[src/rtl/jtcps2_obj_draw_pkg.sv]
// Shared definitions for the CPS2 object tile renderer: FSM states,
// transparent colour default, dr_attr field positions and ROM address width.
package jtcps2_obj_draw_pkg;

    typedef enum logic [1:0] {
        ST_IDLE   = 2'd0,
        ST_FETCH0 = 2'd1,
        ST_DRAW0  = 2'd2,
        ST_DRAW1  = 2'd3
    } state_t;

    localparam logic [3:0] TRANSP_DEF = 4'hF;

    localparam int VSUB_MSB  = 11;
    localparam int VSUB_LSB  = 8;
    localparam int HFLIP_BIT = 5;
    localparam int PAL_MSB   = 4;

    localparam int ROM_AW = 20;

endpackage

[src/rtl/jtcps2_obj_draw_if.sv]
// Scanner handshake, object ROM port and line-buffer write port of the renderer.
interface jtcps2_obj_draw_if;
    import jtcps2_obj_draw_pkg::*;

    logic              dr_start;
    logic              dr_idle;
    logic [15:0]       dr_code;
    logic [15:0]       dr_attr;
    logic [8:0]        dr_hpos;
    logic [ROM_AW-1:0] rom_addr;
    logic              rom_half;
    logic              rom_cs;
    logic              rom_ok;
    logic [31:0]       rom_data;
    logic [8:0]        buf_addr;
    logic [8:0]        buf_data;
    logic              buf_wr;

    // slave: the renderer; master: scanner + ROM + line buffer environment
    modport slave (
        input  dr_start, dr_code, dr_attr, dr_hpos, rom_ok, rom_data,
        output dr_idle, rom_addr, rom_half, rom_cs, buf_addr, buf_data, buf_wr
    );

    modport master (
        output dr_start, dr_code, dr_attr, dr_hpos, rom_ok, rom_data,
        input  dr_idle, rom_addr, rom_half, rom_cs, buf_addr, buf_data, buf_wr
    );

endinterface

[src/rtl/jtcps2_obj_draw_pxl.sv]
// Planar pixel shifter: holds one 32-bit ROM word and emits one 4bpp colour
// per shift, leftmost-first or (hflip) rightmost-first.
module jtcps2_obj_draw_pxl (
    input  logic        clk,
    input  logic        rst,
    input  logic        load,
    input  logic        shift,
    input  logic        hflip,
    input  logic [31:0] din,
    output logic [3:0]  colour
);

    logic [31:0] word_q;
    logic [31:0] word_d;
    logic [31:0] shifted;

    // Each byte is one bit plane; byte 3 supplies the colour MSB.
    generate
        for (genvar gi = 0; gi < 4; gi++) begin : g_plane
            assign colour[gi] = hflip ? word_q[gi*8] : word_q[gi*8+7];
            assign shifted[gi*8 +: 8] = hflip ? {1'b0, word_q[gi*8+1 +: 7]}
                                              : {word_q[gi*8 +: 7], 1'b0};
        end
    endgenerate

    always_comb begin
        word_d = word_q;
        if (load) begin
            word_d = din;
        end else if (shift) begin
            word_d = shifted;
        end
    end

    always_ff @(posedge clk) begin
        if (rst) begin
            word_q <= '0;
        end else begin
            word_q <= word_d;
        end
    end

endmodule

[src/rtl/jtcps2_obj_draw.sv]
// CPS2 object tile renderer: fetches two planar ROM words per 16-pixel tile row
// and writes the opaque pixels into the object line buffer.
module jtcps2_obj_draw
    import jtcps2_obj_draw_pkg::*;
#(
    parameter logic [3:0] TRANSP = TRANSP_DEF
) (
    input  logic            clk,
    input  logic            rst,
    jtcps2_obj_draw_if.slave bus
);

    state_t            state_q, state_d;
    logic              hflip_q, hflip_d;
    logic [PAL_MSB:0]  pal_q, pal_d;
    logic [8:0]        hpos_q, hpos_d;
    logic [ROM_AW-1:0] rom_addr_q, rom_addr_d;
    logic              rom_half_q, rom_half_d;
    logic              rom_cs_q, rom_cs_d;
    logic              idle_q, idle_d;
    logic              wait_q, wait_d;
    logic              have1_q, have1_d;
    logic [31:0]       word1_q, word1_d;
    logic [2:0]        cnt_q, cnt_d;
    logic              stall_q, stall_d;

    logic              accept, ready1, draw_en;
    logic              pxl_load, pxl_shift;
    logic [31:0]       pxl_din;
    logic [3:0]        colour;
    logic [8:0]        offs;
    logic              unused_attr;

    assign unused_attr = ^{bus.dr_attr[15:VSUB_MSB+1], bus.dr_attr[VSUB_LSB-1:HFLIP_BIT+1]};

    // rom_ok is only trusted once the address has been stable for a full cycle
    assign accept = rom_cs_q & bus.rom_ok & ~wait_q;
    assign ready1 = have1_q | accept;
    assign offs   = {5'd0, state_q == ST_DRAW1, cnt_q};

    jtcps2_obj_draw_pxl u_pxl (
        .clk    (clk),
        .rst    (rst),
        .load   (pxl_load),
        .shift  (pxl_shift),
        .hflip  (hflip_q),
        .din    (pxl_din),
        .colour (colour)
    );

    always_comb begin
        state_d    = state_q;
        hflip_d    = hflip_q;
        pal_d      = pal_q;
        hpos_d     = hpos_q;
        rom_addr_d = rom_addr_q;
        rom_half_d = rom_half_q;
        rom_cs_d   = rom_cs_q;
        idle_d     = idle_q;
        wait_d     = 1'b0;
        have1_d    = have1_q;
        word1_d    = word1_q;
        cnt_d      = cnt_q;
        stall_d    = stall_q;
        pxl_load   = 1'b0;
        pxl_shift  = 1'b0;
        pxl_din    = bus.rom_data;
        draw_en    = 1'b0;

        case (state_q)
            ST_IDLE: begin
                if (bus.dr_start) begin
                    hflip_d    = bus.dr_attr[HFLIP_BIT];
                    pal_d      = bus.dr_attr[PAL_MSB:0];
                    hpos_d     = bus.dr_hpos;
                    rom_addr_d = {bus.dr_code, bus.dr_attr[VSUB_MSB:VSUB_LSB]};
                    rom_half_d = bus.dr_attr[HFLIP_BIT];
                    rom_cs_d   = 1'b1;
                    idle_d     = 1'b0;
                    wait_d     = 1'b1;
                    have1_d    = 1'b0;
                    stall_d    = 1'b0;
                    cnt_d      = 3'd0;
                    state_d    = ST_FETCH0;
                end
            end
            ST_FETCH0: begin
                if (accept) begin
                    pxl_load   = 1'b1;
                    rom_half_d = ~hflip_q;
                    wait_d     = 1'b1;
                    state_d    = ST_DRAW0;
                end
            end
            ST_DRAW0: begin
                if (accept) begin
                    word1_d  = bus.rom_data;
                    have1_d  = 1'b1;
                    rom_cs_d = 1'b0;
                end
                draw_en   = ~stall_q;
                pxl_shift = ~stall_q;
                if (!stall_q) begin
                    cnt_d = cnt_q + 3'd1;
                end
                if (stall_q || cnt_q == 3'd7) begin
                    if (ready1) begin
                        pxl_load = 1'b1;
                        pxl_din  = have1_q ? word1_q : bus.rom_data;
                        cnt_d    = 3'd0;
                        stall_d  = 1'b0;
                        state_d  = ST_DRAW1;
                    end else begin
                        stall_d  = 1'b1;
                    end
                end
            end
            ST_DRAW1: begin
                draw_en   = 1'b1;
                pxl_shift = 1'b1;
                cnt_d     = cnt_q + 3'd1;
                if (cnt_q == 3'd7) begin
                    idle_d  = 1'b1;
                    state_d = ST_IDLE;
                end
            end
            default: state_d = ST_IDLE;
        endcase
    end

    always_ff @(posedge clk) begin
        if (rst) begin
            state_q    <= ST_IDLE;
            hflip_q    <= 1'b0;
            pal_q      <= '0;
            hpos_q     <= '0;
            rom_addr_q <= '0;
            rom_half_q <= 1'b0;
            rom_cs_q   <= 1'b0;
            idle_q     <= 1'b1;
            wait_q     <= 1'b0;
            have1_q    <= 1'b0;
            word1_q    <= '0;
            cnt_q      <= '0;
            stall_q    <= 1'b0;
        end else begin
            state_q    <= state_d;
            hflip_q    <= hflip_d;
            pal_q      <= pal_d;
            hpos_q     <= hpos_d;
            rom_addr_q <= rom_addr_d;
            rom_half_q <= rom_half_d;
            rom_cs_q   <= rom_cs_d;
            idle_q     <= idle_d;
            wait_q     <= wait_d;
            have1_q    <= have1_d;
            word1_q    <= word1_d;
            cnt_q      <= cnt_d;
            stall_q    <= stall_d;
        end
    end

    assign bus.dr_idle  = idle_q;
    assign bus.rom_addr = rom_addr_q;
    assign bus.rom_half = rom_half_q;
    assign bus.rom_cs   = rom_cs_q;
    assign bus.buf_wr   = draw_en & (colour != TRANSP);
    assign bus.buf_addr = draw_en ? hpos_q + offs : 9'd0;
    assign bus.buf_data = draw_en ? {pal_q, colour} : 9'd0;

endmodule

[src/flat_wrapper.sv]
// flat-port wrapper written by rule: the top's interface ports become plain ports
module jtcps2_obj_draw_flat import jtcps2_obj_draw_pkg::*;
#(
    parameter logic [3:0] TRANSP = TRANSP_DEF
)
  (clk, rst, bus_dr_start, bus_dr_code, bus_dr_attr, bus_dr_hpos, bus_rom_ok, bus_rom_data, bus_dr_idle, bus_rom_addr, bus_rom_half, bus_rom_cs, bus_buf_addr, bus_buf_data, bus_buf_wr);
  jtcps2_obj_draw_if bus_i ();
  input  logic clk;
  input  logic rst;
  input wire logic [$bits(bus_i.dr_start)-1:0] bus_dr_start;
  input wire logic [$bits(bus_i.dr_code)-1:0] bus_dr_code;
  input wire logic [$bits(bus_i.dr_attr)-1:0] bus_dr_attr;
  input wire logic [$bits(bus_i.dr_hpos)-1:0] bus_dr_hpos;
  input wire logic [$bits(bus_i.rom_ok)-1:0] bus_rom_ok;
  input wire logic [$bits(bus_i.rom_data)-1:0] bus_rom_data;
  output wire logic [$bits(bus_i.dr_idle)-1:0] bus_dr_idle;
  output wire logic [$bits(bus_i.rom_addr)-1:0] bus_rom_addr;
  output wire logic [$bits(bus_i.rom_half)-1:0] bus_rom_half;
  output wire logic [$bits(bus_i.rom_cs)-1:0] bus_rom_cs;
  output wire logic [$bits(bus_i.buf_addr)-1:0] bus_buf_addr;
  output wire logic [$bits(bus_i.buf_data)-1:0] bus_buf_data;
  output wire logic [$bits(bus_i.buf_wr)-1:0] bus_buf_wr;
  assign bus_i.dr_start = bus_dr_start;
  assign bus_i.dr_code = bus_dr_code;
  assign bus_i.dr_attr = bus_dr_attr;
  assign bus_i.dr_hpos = bus_dr_hpos;
  assign bus_i.rom_ok = bus_rom_ok;
  assign bus_i.rom_data = bus_rom_data;
  assign bus_dr_idle = bus_i.dr_idle;
  assign bus_rom_addr = bus_i.rom_addr;
  assign bus_rom_half = bus_i.rom_half;
  assign bus_rom_cs = bus_i.rom_cs;
  assign bus_buf_addr = bus_i.buf_addr;
  assign bus_buf_data = bus_i.buf_data;
  assign bus_buf_wr = bus_i.buf_wr;
  jtcps2_obj_draw #(.TRANSP(TRANSP)) u_core (.clk(clk), .rst(rst), .bus(bus_i));
endmodule
[config.mk]
export PLATFORM = sky130hd
export DESIGN_NAME = jtcps2_obj_draw_flat
export DESIGN_NICKNAME = d
export VERILOG_FILES = /design/src/rtl/jtcps2_obj_draw_pkg.sv /design/src/rtl/jtcps2_obj_draw_if.sv /design/src/rtl/jtcps2_obj_draw_pxl.sv /design/src/rtl/jtcps2_obj_draw.sv /design/src/flat_wrapper.sv
export SDC_FILE = /design/constraint.sdc
export NUM_CORES = 1
export LEC_CHECK = 0
export CAP_MARGIN = 20
export CORE_MARGIN = 2
export CORE_UTILIZATION = 56
export CTS_BUF_LIST = sky130_fd_sc_hd__clkbuf_16
export DETAILED_ROUTE_END_ITERATION = 10
export PLACE_DENSITY = 0.86
export REMOVE_ABC_BUFFERS = 1
export SLEW_MARGIN = 25
export SYNTH_ARGS = -nofsm -noshare
export SYNTH_HDL_FRONTEND = slang
export SYNTH_SLANG_ARGS = --single-unit
[constraint.sdc]
create_clock -name clk -period 4.4 [get_ports clk]
set_clock_uncertainty 0.2 [all_clocks]
set_input_delay 1.32 -clock clk [delete_from_list [all_inputs] [get_ports clk]]
set_output_delay 1.32 -clock clk [all_outputs]
set_load 0.1 [all_outputs]
==> results.ini, run 1 <==
[status]
status = finished clean

[die]
core_area_mm2 = 0.00986
die_y_um = 105
die_x_um = 105
initial_core_util_pct = 58.3
rows = 36
pin_count = 119
die_area_mm2 = 0.0111

[drt]
totalWireLength_um = 15800
postRouteAntennaNets = 0
routed_via_density = 6.02
drt_iter0_markers = 346
first_pass_iters = 4
post_drt_wl_per_cell_um = 17.0
vias = 5573
drcViolationCount = 0

[pwr]
switching_share_pct = 41.5
power.share.combinational_pct = 40.6
clockPowerShare_pct = 23.7
switching_power_w = 0.00139
pwr-share-seq_pct = 35.7
p_int_w = 0.00196
ir_worst_vdd_v = 0.000306
power_leakage_nw = 2.51
power_density_mw_per_mm2 = 460

[logic_synthesis]
synth_warnings = 0
synth_area_mm2 = 0.00575
ys_ff_latch = 110
synth.avg_cell_area_um2 = 8.05
postSynthCellCount = 714
yosysSeqAreaShare_pct = 38.3
synth_edf_count = 0
yosysUniqueCellTypes = 49
ys.flop_type = dfxtp_1
synthArstFlopShare_pct = 0

[layout]
areaGrowthSynthToFinish_pct = 26.7
n_antenna_cell = 0
fin_util_pct = 73.8
fin_nets = 879
drive_above_1_share_pct = 9.72

[clocking]
cts.sinks = 110
clock_latency_ns = 0.35
cts_root_buf = clkbuf_16
clkTransAtPathRegs_ns = 0.07
cts_tree = yes
cts.htree.levels = 3
cts_buffers = 9
post_cts_buffers = 0
max-clock-path-buffers = 2

[grt]
grt_pass1_vias = 5400
gr-total-overflow = 0
track_usage_pct = 27.6
grt_max_degree = 65
grt_pass1_wl_um = 25300
antenna_found_initial = 0

[worst_setup_path]
cp.required_ns = 2.88
endpoint_kind = output pin
criticalPathCategory = reg -> out
cp-start-kind = register
crit_fanout = 5
cp_data_arrival_time_ns = 2.72

[place]
gp_congestion = 0.870
portBuffers = 112
dp_hpwl_um = 10400

[sta]
worst_slew_pin_slew_ns = 1.01
setup_tns_ns = 0
period_share_pct = 96.3
rsz0062_at_grt = no
relSlewSlack_pct = 32.6
maxSlewViolCount = 0
hold_viol_final = 0
fmax_mhz = 236
min_period_ns = 4.24
setup_viol = 0

[hold_path]
hold_class = reg -> reg

[flow_run]
max_cap_violations = 0

-- worst max-delay path, stage by stage (launching register included) --
cell and delay (ns):
dfxtp_1 0.35, ha_1 0.26, fa_1 0.49, a211o_1 0.34
a32oi_2 0.31, o21ai_0 0.13, a21oi_1 0.27, buf_12 0.22
-- synth_stat cells, types with 2 or more instances --
cell type / n / area, um2
nand2_1: 157 / 589
dfxtp_1: 110 / 2200
a21oi_1: 109 / 546
clkbuf_1: 35 / 131
and2_1: 32 / 200
mux2i_1: 32 / 320
nor3_1: 31 / 155
a221oi_1: 28 / 245
a211oi_2: 21 / 263
buf_2: 17 / 85.1
nor2_1: 16 / 60.1
ha_1: 12 / 150
buf_1: 9 / 33.8
and3_1: 8 / 50.1
nand2b_1: 7 / 43.8
inv_1: 6 / 22.5
nand3_1: 6 / 30.0
a311oi_1: 5 / 43.8
nor2b_1: 5 / 31.3
o211ai_1: 5 / 37.5
o21ai_0: 5 / 25.0
a211oi_1: 4 / 30.0
a21boi_0: 4 / 30.0
a21o_1: 4 / 30.0
a22o_1: 4 / 35.0
or3_1: 4 / 25.0
buf_6: 3 / 33.8
nand3b_1: 3 / 22.5
nand4_1: 3 / 18.8
xnor2_1: 3 / 26.3
a211o_1: 2 / 17.5
a22oi_1: 2 / 15.0
a31oi_1: 2 / 12.5
a32o_1: 2 / 20.0
o21a_1: 2 / 15.0
o21ai_1: 2 / 10.0
o21bai_1: 2 / 15.0
-- what timing repair did --
action	4_1_cts	5_1_grt
resized for setup	0	1
endpoints found under the setup margin	0	2
hold buffers	0	0
-- layout make-up --
| cell class | count | area [um2] |
|---|---|---|
| fillers | 712 | 2580 |
| well taps | 133 | 166 |
| flip-flops and latches | 110 | 2200 |
| inverters | 7 | 26.3 |
| multi-input cells | 532 | 3250 |
| clock inverters | 5 | 51.3 |
| repair buffers | 129 | 1360 |
| clock buffers | 9 | 225 |
-- kinds of logic (layout without fill, tap and decap cells) --
family,Yosys count,after routing,synth area share [%]
AOI/OAI and AO/OA,209,209,25.4
xor gates and xnor gates,3,3,0.457
adders and majority gates,13,13,2.96
buffers and inverters,72,150,5.53
DFF,110,110,38.3
muxes,32,32,5.57
and+or+nand+nor,275,275,21.7
-- metrics by stage --
step                worst slack [ns]  area [um2]  hold slack [ns]  instances  power (W)
finish                         0.165        7280            0.253        925    0.00335
global route                  0.0577        7280            0.274        925    0.00348
CTS                           0.0897        7270            0.256        925    0.00334
detailed placement             0.456        7000            0.244        911    0.00256
global placement               0.525        6990            0.239        911    0.00251
floorplan                     -0.935        5460            0.226        649    0.00212
-- state kept, by name, indices dropped and copies added (netlist names) --
register	count
u_core.stall_q	1
u_core.cnt_q	3
u_core.word1_q	32
u_core.bus.rom_cs	1
u_core.hpos_q	9
u_core.pal_q	5
u_core.hflip_q	1
u_core.wait_q	1
u_core.bus.rom_half	1
u_core.bus.dr_idle	1
u_core.u_pxl.word_q	32
u_core.have1_q	1
u_core.bus.rom_addr	20
u_core.state_q	2
-- metal layers --
metal | vias up | share of wire (%) | track usage [%] | wire [um]
met1 | 2679 | 41 | 33.9 | 6420
li1 | 2668 | - | - | -
met4 | 0 | 3.6 | 15.0 | 569
met5 | - | 0 | 0 | 0
met2 | 182 | 51 | 47.7 | 8030
met3 | 44 | 4.8 | 2.54 | 755
-- cells in the final DEF (no fill, tap or decap), types with 3 or more instances in the layout --
master / instances
nand4_1: 3
nor2b_1: 4
xnor2_1: 3
nand3_1: 6
clkdlybuf4s50_1: 92
ha_1: 12
a311oi_1: 5
nand3b_1: 3
a21boi_0: 4
a211oi_1: 4
and3_1: 8
mux2i_1: 32
and2_1: 32
or3_1: 4
buf_4: 24
o21ai_0: 5
nand2_1: 157
nor2_1: 16
a22o_1: 4
nand2b_1: 7
a21o_1: 4
buf_12: 13
dfxtp_1: 109
inv_1: 6
a211oi_2: 21
nor3_1: 31
o211ai_1: 5
a221oi_1: 28
clkbuf_16: 9
a21oi_1: 108
-- worst paths after layout --
check                                             start                      end  slack (ns)  cells past startpoint
worst min register to register  u_core.bus.rom_addr[12]  u_core.bus.rom_addr[12]        0.25                      2
worst min-delay path            u_core.bus.rom_addr[12]  u_core.bus.rom_addr[12]        0.25                      2
worst max-delay path                    u_core.cnt_q[0]          bus_buf_addr[6]        0.16                      7
worst max register to register          u_core.cnt_q[1]  u_core.u_pxl.word_q[21]        1.45                      8
-- power by group through the flow --
stage,Combinational (W),Clock [W],Sequential [W]
after floorplan,0.000613,0,0.00151
final,0.00136,0.000793,0.00120
after CTS,0.00135,0.000795,0.00119
after global placement,0.00130,0,0.00121
after detailed placement,0.00134,0,0.00122
after global routing,0.00144,0.000829,0.00121
No activity file was read; power rests on OpenSTA's default activity.
==> run 2: changes to the inputs <==
--- a/config.mk
+++ b/config.mk
@@ -6,10 +6,10 @@
 export NUM_CORES = 1
 export LEC_CHECK = 0
 export CAP_MARGIN = 20
-export CORE_MARGIN = 2
 export CORE_UTILIZATION = 56
 export CTS_BUF_LIST = sky130_fd_sc_hd__clkbuf_16
 export DETAILED_ROUTE_END_ITERATION = 10
+export HOLD_SLACK_MARGIN = 0.08
 export PLACE_DENSITY = 0.86
 export REMOVE_ABC_BUFFERS = 1
 export SLEW_MARGIN = 25
==> run 2 against run 1 <==
Against the previous run:
- sequential power about the same
- final cell count increased by 0.32%
- largest cell class unchanged
- sequential share of layout area about the same
- wire length is 1.1% lower
- non-clock buffer count rose by 1
- clock-buffer cell count unchanged
- flip-flop and latch count is the same
- critical path type unchanged
- total power increased by 0.20%
- fmax hardly changed
- design area about the same
- combinational power about the same
- setup slack gained 0.0011 ns
==> results.ini, run 2 (synthesized netlist as in run 1, its figures left out) <==
[status]
status = finished clean

[clocking]
clkTransAtPathRegs_ns = 0.07
clock_latency_ns = 0.35
cts.sinks = 110
cts.htree.levels = 3
cts_root_buf = clkbuf_16
cts_buffers = 9
cts_tree = yes
max-clock-path-buffers = 2

[sta]
setup_viol = 0
hold_viol_final = 0
setup_tns_ns = 0
rsz0062_at_grt = no
postLayoutSetupSlackWorst_ns = 0.166
maxSlewViolCount = 0
period_share_pct = 96.2
worst_slew_pin_slew_ns = 0.996
fmax_mhz = 236
min_period_ns = 4.23
relSlewSlack_pct = 33.4

[flow_run]
max_cap_violations = 0

[place]
dp_hpwl_um = 10500
pre_cts_slack_ns = 0.426
gp_congestion = 0.817
placed_cell_area_mm2 = 0.00699
portBuffers = 112

[worst_setup_path]
crit_fanout = 5
crit_path_max_incr_delay_ns = 0.49
endpoint_kind = output pin
slowest_stage = fa_1
cp.required_ns = 2.88
crit_chain = ha_1 -> fa_1 -> a211o_1 -> a32oi_2 -> o21ai_0 -> a21oi_1 -> buf_12
cp_data_arrival_time_ns = 2.71
criticalPathCategory = reg -> out
cp-start-kind = register

[drt]
drt_iter0_markers = 359
routed_via_density = 6.01
first_pass_iters = 5
totalWireLength_um = 15600
drcViolationCount = 0
postRouteAntennaNets = 0
post_drt_wl_per_cell_um = 16.8
vias = 5574

[die]
initial_core_util_pct = 58.3
pin_count = 119
core_area_mm2 = 0.00986
die_y_um = 103
die_x_um = 103
rows = 36
die_area_mm2 = 0.0107

[pwr]
power.share.combinational_pct = 40.2
power_density_mw_per_mm2 = 460
power_leakage_nw = 2.52
clockPowerShare_pct = 24.2
switching_power_w = 0.00140
p_int_w = 0.00196
pwr-share-seq_pct = 35.7
switching_share_pct = 41.6
ir_worst_vdd_v = 0.000346

[layout]
n_antenna_cell = 0
fin_area_mm2 = 0.00728
areaGrowthSynthToFinish_pct = 26.7
final_common_cell = nand2_1
drive_above_1_share_pct = 9.94
fin_nets = 880
final_cell_mix = nand2_1, dfxtp_1, a21oi_1, clkdlybuf4s50_1

[grt]
grt_pass1_vias = 5238
gr-total-overflow = 0
track_usage_pct = 30.1
grt_max_degree = 62
antenna_found_initial = 0
grt_pass1_wl_um = 25200

[hold_path]
hold_class = reg -> reg

run 2: cell types whose count changed in the layout (fill, tap and decap cells not counted):
cell,delta
buf_4,+2
buf_12,-1
clkinv_1,-1
clkinvlp_4,+2
nor2b_2,+1
clkinv_2,-1
nor2b_4,-1
inv_1,+2
run 2: final timing paths:
path	depth (start not counted)	slack [ns]	startpoint	to
worst max register to register	8	0.95	u_core.state_q[0]	u_core.u_pxl.word_q[23]
worst min-delay path	2	0.25	u_core.pal_q[1]	u_core.pal_q[1]
worst min register to register	2	0.25	u_core.pal_q[1]	u_core.pal_q[1]
worst max-delay path	7	0.17	u_core.cnt_q[0]	bus_buf_addr[8]
run 2: per-stage QoR:
step	power (W)	std cells	hold WS, ns	util (%)
2_1_floorplan	0.00212	649	0.226	-
3_3_place_gp	0.00250	912	0.239	70.8
3_5_place_dp	0.00255	912	0.245	70.8
4_1_cts	0.00335	928	0.254	73.8
5_1_grt	0.00350	928	0.269	73.8
6_report	0.00335	928	0.252	73.8
run 2: worst max-delay path: cells and delay by family, from the launching register on:
kind | cells | cell delay [ns]
fa+ha+maj | 2 | 0.76
compound gates | 4 | 1.05
flops | 1 | 0.35
buf+inv | 1 | 0.22
run 2: power by group through the flow:
stage,clock (W),combinational (W),sequential [W]
6_report,0.000810,0.00135,0.00120
5_1_grt,0.000864,0.00143,0.00121
4_1_cts,0.000818,0.00134,0.00119
3_5_place_dp,0,0.00133,0.00122
3_3_place_gp,0,0.00130,0.00121
2_1_floorplan,0,0.000613,0.00151
run 2: cell type report:
class	count	area, um2
well taps	133	166
repair buffers	130	1360
multi-input cells	532	3240
clock buffers	9	225
flip-flops and latches	110	2200
inverters	7	26.3
clock inverters	7	65.1
fillers	712	2580
run 2: repair_timing:
item	4_1_cts	5_1_grt
endpoints found under the setup margin	0	2
hold buffers	0	0
buffers inserted	0	0
gates resized for setup	0	1
run 2: routing by layer:
metal / GRT usage [%] / part of all wire [%] / up-vias
met4: 10.9 / 1.7 / 0
met3: 4.03 / 5.0 / 21
met1: 37.2 / 42 / 2680
met5: 0 / 0 / -
met2: 53.8 / 51 / 191
li1: - / - / 2682
